File: src/rtl/id_ex_fwd_stage_pkg.sv
// Shared constants for the ID/EX stage: default widths, ALU control codes, the zero register.
// Latency: n/a (declarations only).
// Backpressure: n/a.
package id_ex_fwd_stage_pkg;

    localparam int DEF_DATA_W = 32;
    localparam int DEF_REG_AW = 5;
    localparam int DEF_CTRL_W = 4;

    // Register 0 is hard-wired to zero and must never be a forwarding target.
    localparam int REG_ZERO = 0;

    // ALU control encodings driven on alu_ctrl_o.
    localparam logic [DEF_CTRL_W-1:0] ALU_AND = 4'b0000;
    localparam logic [DEF_CTRL_W-1:0] ALU_OR  = 4'b0001;
    localparam logic [DEF_CTRL_W-1:0] ALU_ADD = 4'b0010;
    localparam logic [DEF_CTRL_W-1:0] ALU_SUB = 4'b0011;
    localparam logic [DEF_CTRL_W-1:0] ALU_SR  = 4'b0100;
    localparam logic [DEF_CTRL_W-1:0] ALU_SLT = 4'b0110;
    localparam logic [DEF_CTRL_W-1:0] ALU_SUP = 4'b0111;
    localparam logic [DEF_CTRL_W-1:0] ALU_BEQ = 4'b1010;
    localparam logic [DEF_CTRL_W-1:0] ALU_BNE = 4'b1011;
    localparam logic [DEF_CTRL_W-1:0] ALU_SRA = 4'b1111;

endpackage

File: src/rtl/id_ex_fwd_stage_fwd_mux.sv
// One operand forwarding comparator + mux: picks EX/MEM, then MEM/WB, then the stored value.
// Latency: purely combinational.
// Backpressure: none; follows its inputs every cycle.
// Ports: src_reg/stored_data = operand being resolved; exmem_*/memwb_* = the two writer
// stages; fwd_data = resolved operand value.
module id_ex_fwd_stage_fwd_mux
    import id_ex_fwd_stage_pkg::*;
#(
    parameter int DATA_W = DEF_DATA_W,
    parameter int REG_AW = DEF_REG_AW
) (
    input  logic [REG_AW-1:0] src_reg,
    input  logic [DATA_W-1:0] stored_data,
    input  logic              exmem_regwrite,
    input  logic [REG_AW-1:0] exmem_rd,
    input  logic [DATA_W-1:0] exmem_result,
    input  logic              memwb_regwrite,
    input  logic [REG_AW-1:0] memwb_rd,
    input  logic [DATA_W-1:0] memwb_data,
    output logic [DATA_W-1:0] fwd_data
);

    logic exmem_hit;
    logic memwb_hit;

    assign exmem_hit = exmem_regwrite && (exmem_rd != REG_AW'(REG_ZERO)) && (exmem_rd == src_reg);
    assign memwb_hit = memwb_regwrite && (memwb_rd != REG_AW'(REG_ZERO)) && (memwb_rd == src_reg);

    // The younger EX/MEM result wins when both stages write the same register.
    always_comb begin
        fwd_data = stored_data;
        if (exmem_hit) begin
            fwd_data = exmem_result;
        end else if (memwb_hit) begin
            fwd_data = memwb_data;
        end
    end

endmodule

File: src/rtl/id_ex_fwd_stage.sv
// ID/EX pipeline register with rs/rt operand forwarding and load-use detection for the ALU.
// Latency: 1 cycle ID -> EX register; forwarding and load_use_o are combinational.
// Backpressure: stall_i holds the stage (operands refresh from forwarding), flush_i loads a bubble.
// Ports: clk_i/rst_i (sync, active-low); stall_i/flush_i from the hazard unit; id_* decoded
// instruction; exmem_*/memwb_* writer stages; alu_* ALU inputs; store_data_o; ex_* stage
// controls; load_use_o hazard flag.
module id_ex_fwd_stage
    import id_ex_fwd_stage_pkg::*;
#(
    parameter int DATA_W = DEF_DATA_W,
    parameter int REG_AW = DEF_REG_AW,
    parameter int CTRL_W = DEF_CTRL_W
) (
    input  logic              clk_i,
    input  logic              rst_i,
    input  logic              stall_i,
    input  logic              flush_i,
    input  logic              id_valid_i,
    input  logic [DATA_W-1:0] id_rs_data_i,
    input  logic [DATA_W-1:0] id_rt_data_i,
    input  logic [DATA_W-1:0] id_imm_i,
    input  logic [4:0]        id_shamt_i,
    input  logic [CTRL_W-1:0] id_alu_ctrl_i,
    input  logic [REG_AW-1:0] id_rs_i,
    input  logic [REG_AW-1:0] id_rt_i,
    input  logic [REG_AW-1:0] id_rd_i,
    input  logic              id_alusrc_i,
    input  logic              id_regdst_i,
    input  logic              id_regwrite_i,
    input  logic              id_memread_i,
    input  logic              id_memwrite_i,
    input  logic              id_memtoreg_i,
    input  logic              id_branch_i,
    input  logic              id_uses_rt_i,
    input  logic              exmem_regwrite_i,
    input  logic [REG_AW-1:0] exmem_rd_i,
    input  logic [DATA_W-1:0] exmem_result_i,
    input  logic              memwb_regwrite_i,
    input  logic [REG_AW-1:0] memwb_rd_i,
    input  logic [DATA_W-1:0] memwb_data_i,
    output logic [DATA_W-1:0] alu_src1_o,
    output logic [DATA_W-1:0] alu_src2_o,
    output logic [CTRL_W-1:0] alu_ctrl_o,
    output logic [4:0]        alu_shift_o,
    output logic [DATA_W-1:0] store_data_o,
    output logic [REG_AW-1:0] ex_dst_o,
    output logic              ex_valid_o,
    output logic              ex_regwrite_o,
    output logic              ex_memread_o,
    output logic              ex_memwrite_o,
    output logic              ex_memtoreg_o,
    output logic              ex_branch_o,
    output logic              load_use_o
);

    logic              ex_valid_q;
    logic              ex_regwrite_q;
    logic              ex_memread_q;
    logic              ex_memwrite_q;
    logic              ex_memtoreg_q;
    logic              ex_branch_q;
    logic              ex_alusrc_q;
    logic [REG_AW-1:0] ex_rs_q;
    logic [REG_AW-1:0] ex_rt_q;
    logic [REG_AW-1:0] ex_dst_q;
    logic [DATA_W-1:0] ex_rs_data_q;
    logic [DATA_W-1:0] ex_rt_data_q;
    logic [DATA_W-1:0] ex_imm_q;
    logic [4:0]        ex_shamt_q;
    logic [CTRL_W-1:0] ex_ctrl_q;

    logic [DATA_W-1:0] fwd_rs;
    logic [DATA_W-1:0] fwd_rt;

    id_ex_fwd_stage_fwd_mux #(.DATA_W(DATA_W), .REG_AW(REG_AW)) u_fwd_rs (
        .src_reg        (ex_rs_q),
        .stored_data    (ex_rs_data_q),
        .exmem_regwrite (exmem_regwrite_i),
        .exmem_rd       (exmem_rd_i),
        .exmem_result   (exmem_result_i),
        .memwb_regwrite (memwb_regwrite_i),
        .memwb_rd       (memwb_rd_i),
        .memwb_data     (memwb_data_i),
        .fwd_data       (fwd_rs)
    );

    id_ex_fwd_stage_fwd_mux #(.DATA_W(DATA_W), .REG_AW(REG_AW)) u_fwd_rt (
        .src_reg        (ex_rt_q),
        .stored_data    (ex_rt_data_q),
        .exmem_regwrite (exmem_regwrite_i),
        .exmem_rd       (exmem_rd_i),
        .exmem_result   (exmem_result_i),
        .memwb_regwrite (memwb_regwrite_i),
        .memwb_rd       (memwb_rd_i),
        .memwb_data     (memwb_data_i),
        .fwd_data       (fwd_rt)
    );

    // Reset and flush both leave an all-zero bubble; flush beats stall.
    always_ff @(posedge clk_i) begin
        if (!rst_i || flush_i) begin
            ex_valid_q    <= 1'b0;
            ex_regwrite_q <= 1'b0;
            ex_memread_q  <= 1'b0;
            ex_memwrite_q <= 1'b0;
            ex_memtoreg_q <= 1'b0;
            ex_branch_q   <= 1'b0;
            ex_alusrc_q   <= 1'b0;
            ex_rs_q       <= '0;
            ex_rt_q       <= '0;
            ex_dst_q      <= '0;
            ex_rs_data_q  <= '0;
            ex_rt_data_q  <= '0;
            ex_imm_q      <= '0;
            ex_shamt_q    <= '0;
            ex_ctrl_q     <= '0;
        end else if (stall_i) begin
            // Operands keep tracking forwarded values so a writer that retires from
            // MEM/WB while we are stalled is captured before it disappears.
            ex_rs_data_q  <= fwd_rs;
            ex_rt_data_q  <= fwd_rt;
        end else begin
            ex_valid_q    <= id_valid_i;
            ex_regwrite_q <= id_regwrite_i & id_valid_i;
            ex_memread_q  <= id_memread_i  & id_valid_i;
            ex_memwrite_q <= id_memwrite_i & id_valid_i;
            ex_memtoreg_q <= id_memtoreg_i & id_valid_i;
            ex_branch_q   <= id_branch_i   & id_valid_i;
            ex_alusrc_q   <= id_alusrc_i   & id_valid_i;
            ex_rs_q       <= id_rs_i;
            ex_rt_q       <= id_rt_i;
            ex_dst_q      <= id_regdst_i ? id_rd_i : id_rt_i;
            ex_rs_data_q  <= id_rs_data_i;
            ex_rt_data_q  <= id_rt_data_i;
            ex_imm_q      <= id_imm_i;
            ex_shamt_q    <= id_shamt_i;
            ex_ctrl_q     <= id_alu_ctrl_i;
        end
    end

    assign alu_src1_o    = fwd_rs;
    assign alu_src2_o    = ex_alusrc_q ? ex_imm_q : fwd_rt;
    assign store_data_o  = fwd_rt;
    assign alu_ctrl_o    = ex_ctrl_q;
    assign alu_shift_o   = ex_shamt_q;
    assign ex_dst_o      = ex_dst_q;
    assign ex_valid_o    = ex_valid_q;
    assign ex_regwrite_o = ex_regwrite_q;
    assign ex_memread_o  = ex_memread_q;
    assign ex_memwrite_o = ex_memwrite_q;
    assign ex_memtoreg_o = ex_memtoreg_q;
    assign ex_branch_o   = ex_branch_q;

    // A load in EX whose destination is a source of the instruction now in ID.
    assign load_use_o = ex_valid_q && ex_memread_q && (ex_dst_q != REG_AW'(REG_ZERO)) &&
                        ((ex_dst_q == id_rs_i) || (id_uses_rt_i && (ex_dst_q == id_rt_i)));

endmodule

File: config.mk
export PLATFORM = sky130hd
export DESIGN_NAME = id_ex_fwd_stage
export DESIGN_NICKNAME = d
export VERILOG_FILES = /design/src/rtl/id_ex_fwd_stage_pkg.sv /design/src/rtl/id_ex_fwd_stage_fwd_mux.sv /design/src/rtl/id_ex_fwd_stage.sv
export SDC_FILE = /design/constraint.sdc
export NUM_CORES = 1
export LEC_CHECK = 0
export CORE_ASPECT_RATIO = 1.2
export CORE_MARGIN = 1.5
export CORE_UTILIZATION = 47
export DETAILED_ROUTE_END_ITERATION = 10
export PLACE_DENSITY = 0.88
export RECOVER_POWER = 100
export SYNTH_ARGS = -nofsm -noshare
export SYNTH_HDL_FRONTEND = slang
export SYNTH_SLANG_ARGS = --single-unit
File: constraint.sdc
create_clock -name clk_i -period 10.2 [get_ports clk_i]
set_input_delay 3.06 -clock clk_i [delete_from_list [all_inputs] [get_ports clk_i]]
set_output_delay 3.06 -clock clk_i [all_outputs]
set_load 0.1 [all_outputs]
==> impl_metrics.sql <==
INSERT INTO impl_metrics (metric_group, metric, value, unit) VALUES
('status', 'result_of_the_run', 'complete, but fails checks', ''),
('status', 'violations', 'max-capacitance violations, max-slew violations', ''),
('synth', 'number_of_distinct_library_cells_after_synthesis', '32', ''),
('synth', 'yosys.area.top_type_share', '33.7', '%'),
('worst_hold_path', 'worstHoldStart', 'alu_ctrl_o[0]', ''),
('worst_setup_path', 'timing.critical_path.slowest_stage_cell', 'sky130_fd_sc_hd__nand4_2', ''),
('pwr', 'leakagePower', '4.59', 'nW'),
('worst_setup_path', 'worst-endpoint-required', '7.14', 'ns'),
('placement', 'finalWeightedCongestion', '0.888', ''),
('layout', 'nets', '1397', ''),
('worst_setup_path', 'timing.critical_path.buf_inv', '2', ''),
('sta', 'finalHoldViolCount', '0', ''),
('sta', 'drv_slew', '195', ''),
('worst_setup_path', 'r2r_slack', '5.74', 'ns'),
('clock_network', 'number_of_clock_sinks', '127', ''),
('clock_network', 'tritoncts', 'yes', ''),
('routing', 'detail_route.first_pass.iterations', '6', ''),
('synth', 'synth.net_count', '1133', ''),
('grt', 'antenna_violations_before_repair', '0', ''),
('sta', 'slew_at_the_pin_closest_to_its_max_slew_limit', '3.38', 'ns'),
('routing', 'route.final.wire_length', '28100', 'microns'),
('worst_setup_path', 'worst-setup-path-type', 'input pin to output port', ''),
('worst_setup_path', 'startpoint', 'memwb_rd_i[0]', ''),
('floorplanning', 'die-area', '0.0168', 'sq mm'),
('floorplanning', 'chipWidth', '119', 'microns'),
('synth', 'synthCells', '924', ''),
('placement', 'io_buffer_count', '325', ''),
('worst_setup_path', 'cpLargestDelayFamily', 'simple AND/OR/NAND/NOR gates', ''),
('floorplanning', 'std_cell_rows', '50', ''),
('sta', 'fin_crit_sh', '94.8', '%'),
('pwr', 'report.power.total', '1.57', 'mW'),
('floorplanning', 'die_h', '142', 'microns'),
('clock_network', 'worst_skew_pair.late_latency', '0.43', 'ns'),
('synth', 'synth_async_sr_flop_share', '0', '%'),
('routing', 'avgRoutedWirePerCell', '19.9', 'microns'),
('worst_hold_path', 'min_path_type', 'flip-flop to flip-flop', ''),
('clock_network', 'postCtsSetupRepairBufs', '0', ''),
('sta', 'min_period', '9.67', 'ns'),
('worst_setup_path', 'worst_r2r_startpoint', 'ex_rt_q[4]', ''),
('clock_network', 'clock_tree.root_cell', 'sky130_fd_sc_hd__clkbuf_16', ''),
('grt', 'pin_count_of_the_biggest_net_entering_global_routing', '98', ''),
('floorplanning', 'io_pins', '326', ''),
('clock_network', 'cts.reportedPaths.clkPinSlew', '0.06', 'ns'),
('sta', 'fin_worst_skew', '0.00856', 'ns'),
('layout', 'final_layout_size_suffix_gt1_share', '14.7', '%'),
('layout', 'design_area', '0.0112', 'sq mm'),
('synth', 'synth.top_cells.by_area', 'sky130_fd_sc_hd__dfxtp_1 34%, sky130_fd_sc_hd__mux2i_1 12%, sky130_fd_sc_hd__nor2_1 8.3%', ''),
('clock_network', 'post_cts_resized', '0', ''),
('clock_network', 'cts.path.max_buffers', '2', ''),
('sta', 'final_critical_path_setup_slack', '0.534', 'ns'),
('layout', 'final_non_filler_cells', '1409', ''),
('sta', 'max_freq', '103', 'MHz'),
('routing', 'drtAntennaViolNets', '0', ''),
('grt', 'grt_use_total', '32.5', '%'),
('clock_network', 'cts_max_level', '4', ''),
('routing', 'routed-via-count', '8374', ''),
('layout', 'syn_to_final_growth', '48.3', '%'),
('synth', 'synth-seq-area-share', '33.7', '%'),
('worst_setup_path', 'critical_path.startpoint_type', 'input pin', ''),
('placement', 'place.detailed.hpwl', '18700', 'microns'),
('grt', 'number_of_global_route_vias_before_repair', '8243', ''),
('run', 'drv.max_cap_violation_count', '5', ''),
('layout', 'most-common-layout-cells', '206 x sky130_fd_sc_hd__clkdlybuf4s50_1, 165 x sky130_fd_sc_hd__nor2_1, 126 x sky130_fd_sc_hd__dfxtp_1', ''),
('synth', 'synthDominantAreaCellType', 'sky130_fd_sc_hd__dfxtp_1', ''),
('synth', 'yosys_register_bits', '127', ''),
('worst_setup_path', 'critPathMaxFanout', '32', ''),
('grt', 'wire_length_of_the_first_global_routing_pass', '43300', 'microns'),
('worst_setup_path', 'critical_path_arrival', '6.61', 'ns'),
('routing', 'drt_first_iter_violations', '705', ''),
('layout', 'num_antenna_cells', '0', ''),
('pwr', 'pwr_density_cell', '140', 'mW/mm^2');
[worst paths after layout]
| kind | end | depth (start not counted) |
|---|---|---|
| setup / recovery | alu_src1_o[19] | 7 |
| hold reg to reg | alu_ctrl_o[0] | 2 |
| hold / removal | alu_ctrl_o[0] | 2 |
| setup reg to reg | ex_rt_data_q[10] | 6 |
[cell type report]
cell class,instances,area [sq um]
well taps,208,260
flip-flops and latches,127,2540
repair buffers,336,3200
inverters,33,124
clock inverters,15,148
multi-input cells,673,4490
clock buffers,17,425
fillers,1222,4450
[where the power goes]
group | internal [mW] | switching (mW) | total [mW]
combinational | 0.153 | 0.298 | 0.451
sequential | 0.513 | 0.00827 | 0.522
clock | 0.357 | 0.237 | 0.594
[cell usage after synthesis (all sizes together), types with 3 or more instances]
library cell,count
nand3b,64
o31ai,32
nor3,3
inv,33
xnor2,9
o221ai,64
a22oi,6
a211oi,34
nand3,36
nand2,33
xor2,21
dfxtp,127
mux2i,88
a31oi,32
clkbuf,67
nor2,166
buf,24
a21oi,71
[logic make-up after synthesis]
kind of cell	share of synthesized area, %
muxes	11.7
and+or+nand+nor	20.0
xor gates and xnor gates	3.48
DFF	33.7
AOI/OAI and AO/OA	24.0
buffers and inverters	7.12
[routing by layer]
metal | track usage [%] | wire [microns] | vias to the layer above | part of all wire (%)
met5 | 0 | 0 | - | 0
li1 | - | - | 3901 | -
met2 | 56.3 | 14000 | 430 | 50
met3 | 8.32 | 2250 | 79 | 8.0
met4 | 15.8 | 1070 | 0 | 3.8
met1 | 37.3 | 10800 | 3964 | 38
[sequential cells by signal, indices dropped and copies added, names as in the netlist, 4 cells and up]
name and flops:
ex_imm_q 32, alu_shift_o 5, ex_rs_data_q 32, ex_rt_q 5
ex_rs_q 5, alu_ctrl_o 4, ex_rt_data_q 32, ex_dst_o 5
[per-stage QoR]
stage / utilization (%) / hold slack (ns)
2_1_floorplan: - / 0.463
3_3_place_gp: 69.0 / 0.475
3_5_place_dp: 69.0 / 0.484
4_1_cts: 72.6 / 0.499
5_1_grt: 71.6 / 0.512
6_report: 71.6 / 0.487
[worst reg2reg max path: stages (launching register included)]
cell                       delay [ns]
sky130_fd_sc_hd__dfxtp_1         0.41
sky130_fd_sc_hd__xnor2_1         0.09
sky130_fd_sc_hd__and4_1          0.22
sky130_fd_sc_hd__nand2_2         0.08
sky130_fd_sc_hd__clkbuf_1        1.22
sky130_fd_sc_hd__nand3_1         1.56
sky130_fd_sc_hd__o221ai_1        0.73
Note: power is estimated with default switching activity, not from simulation.
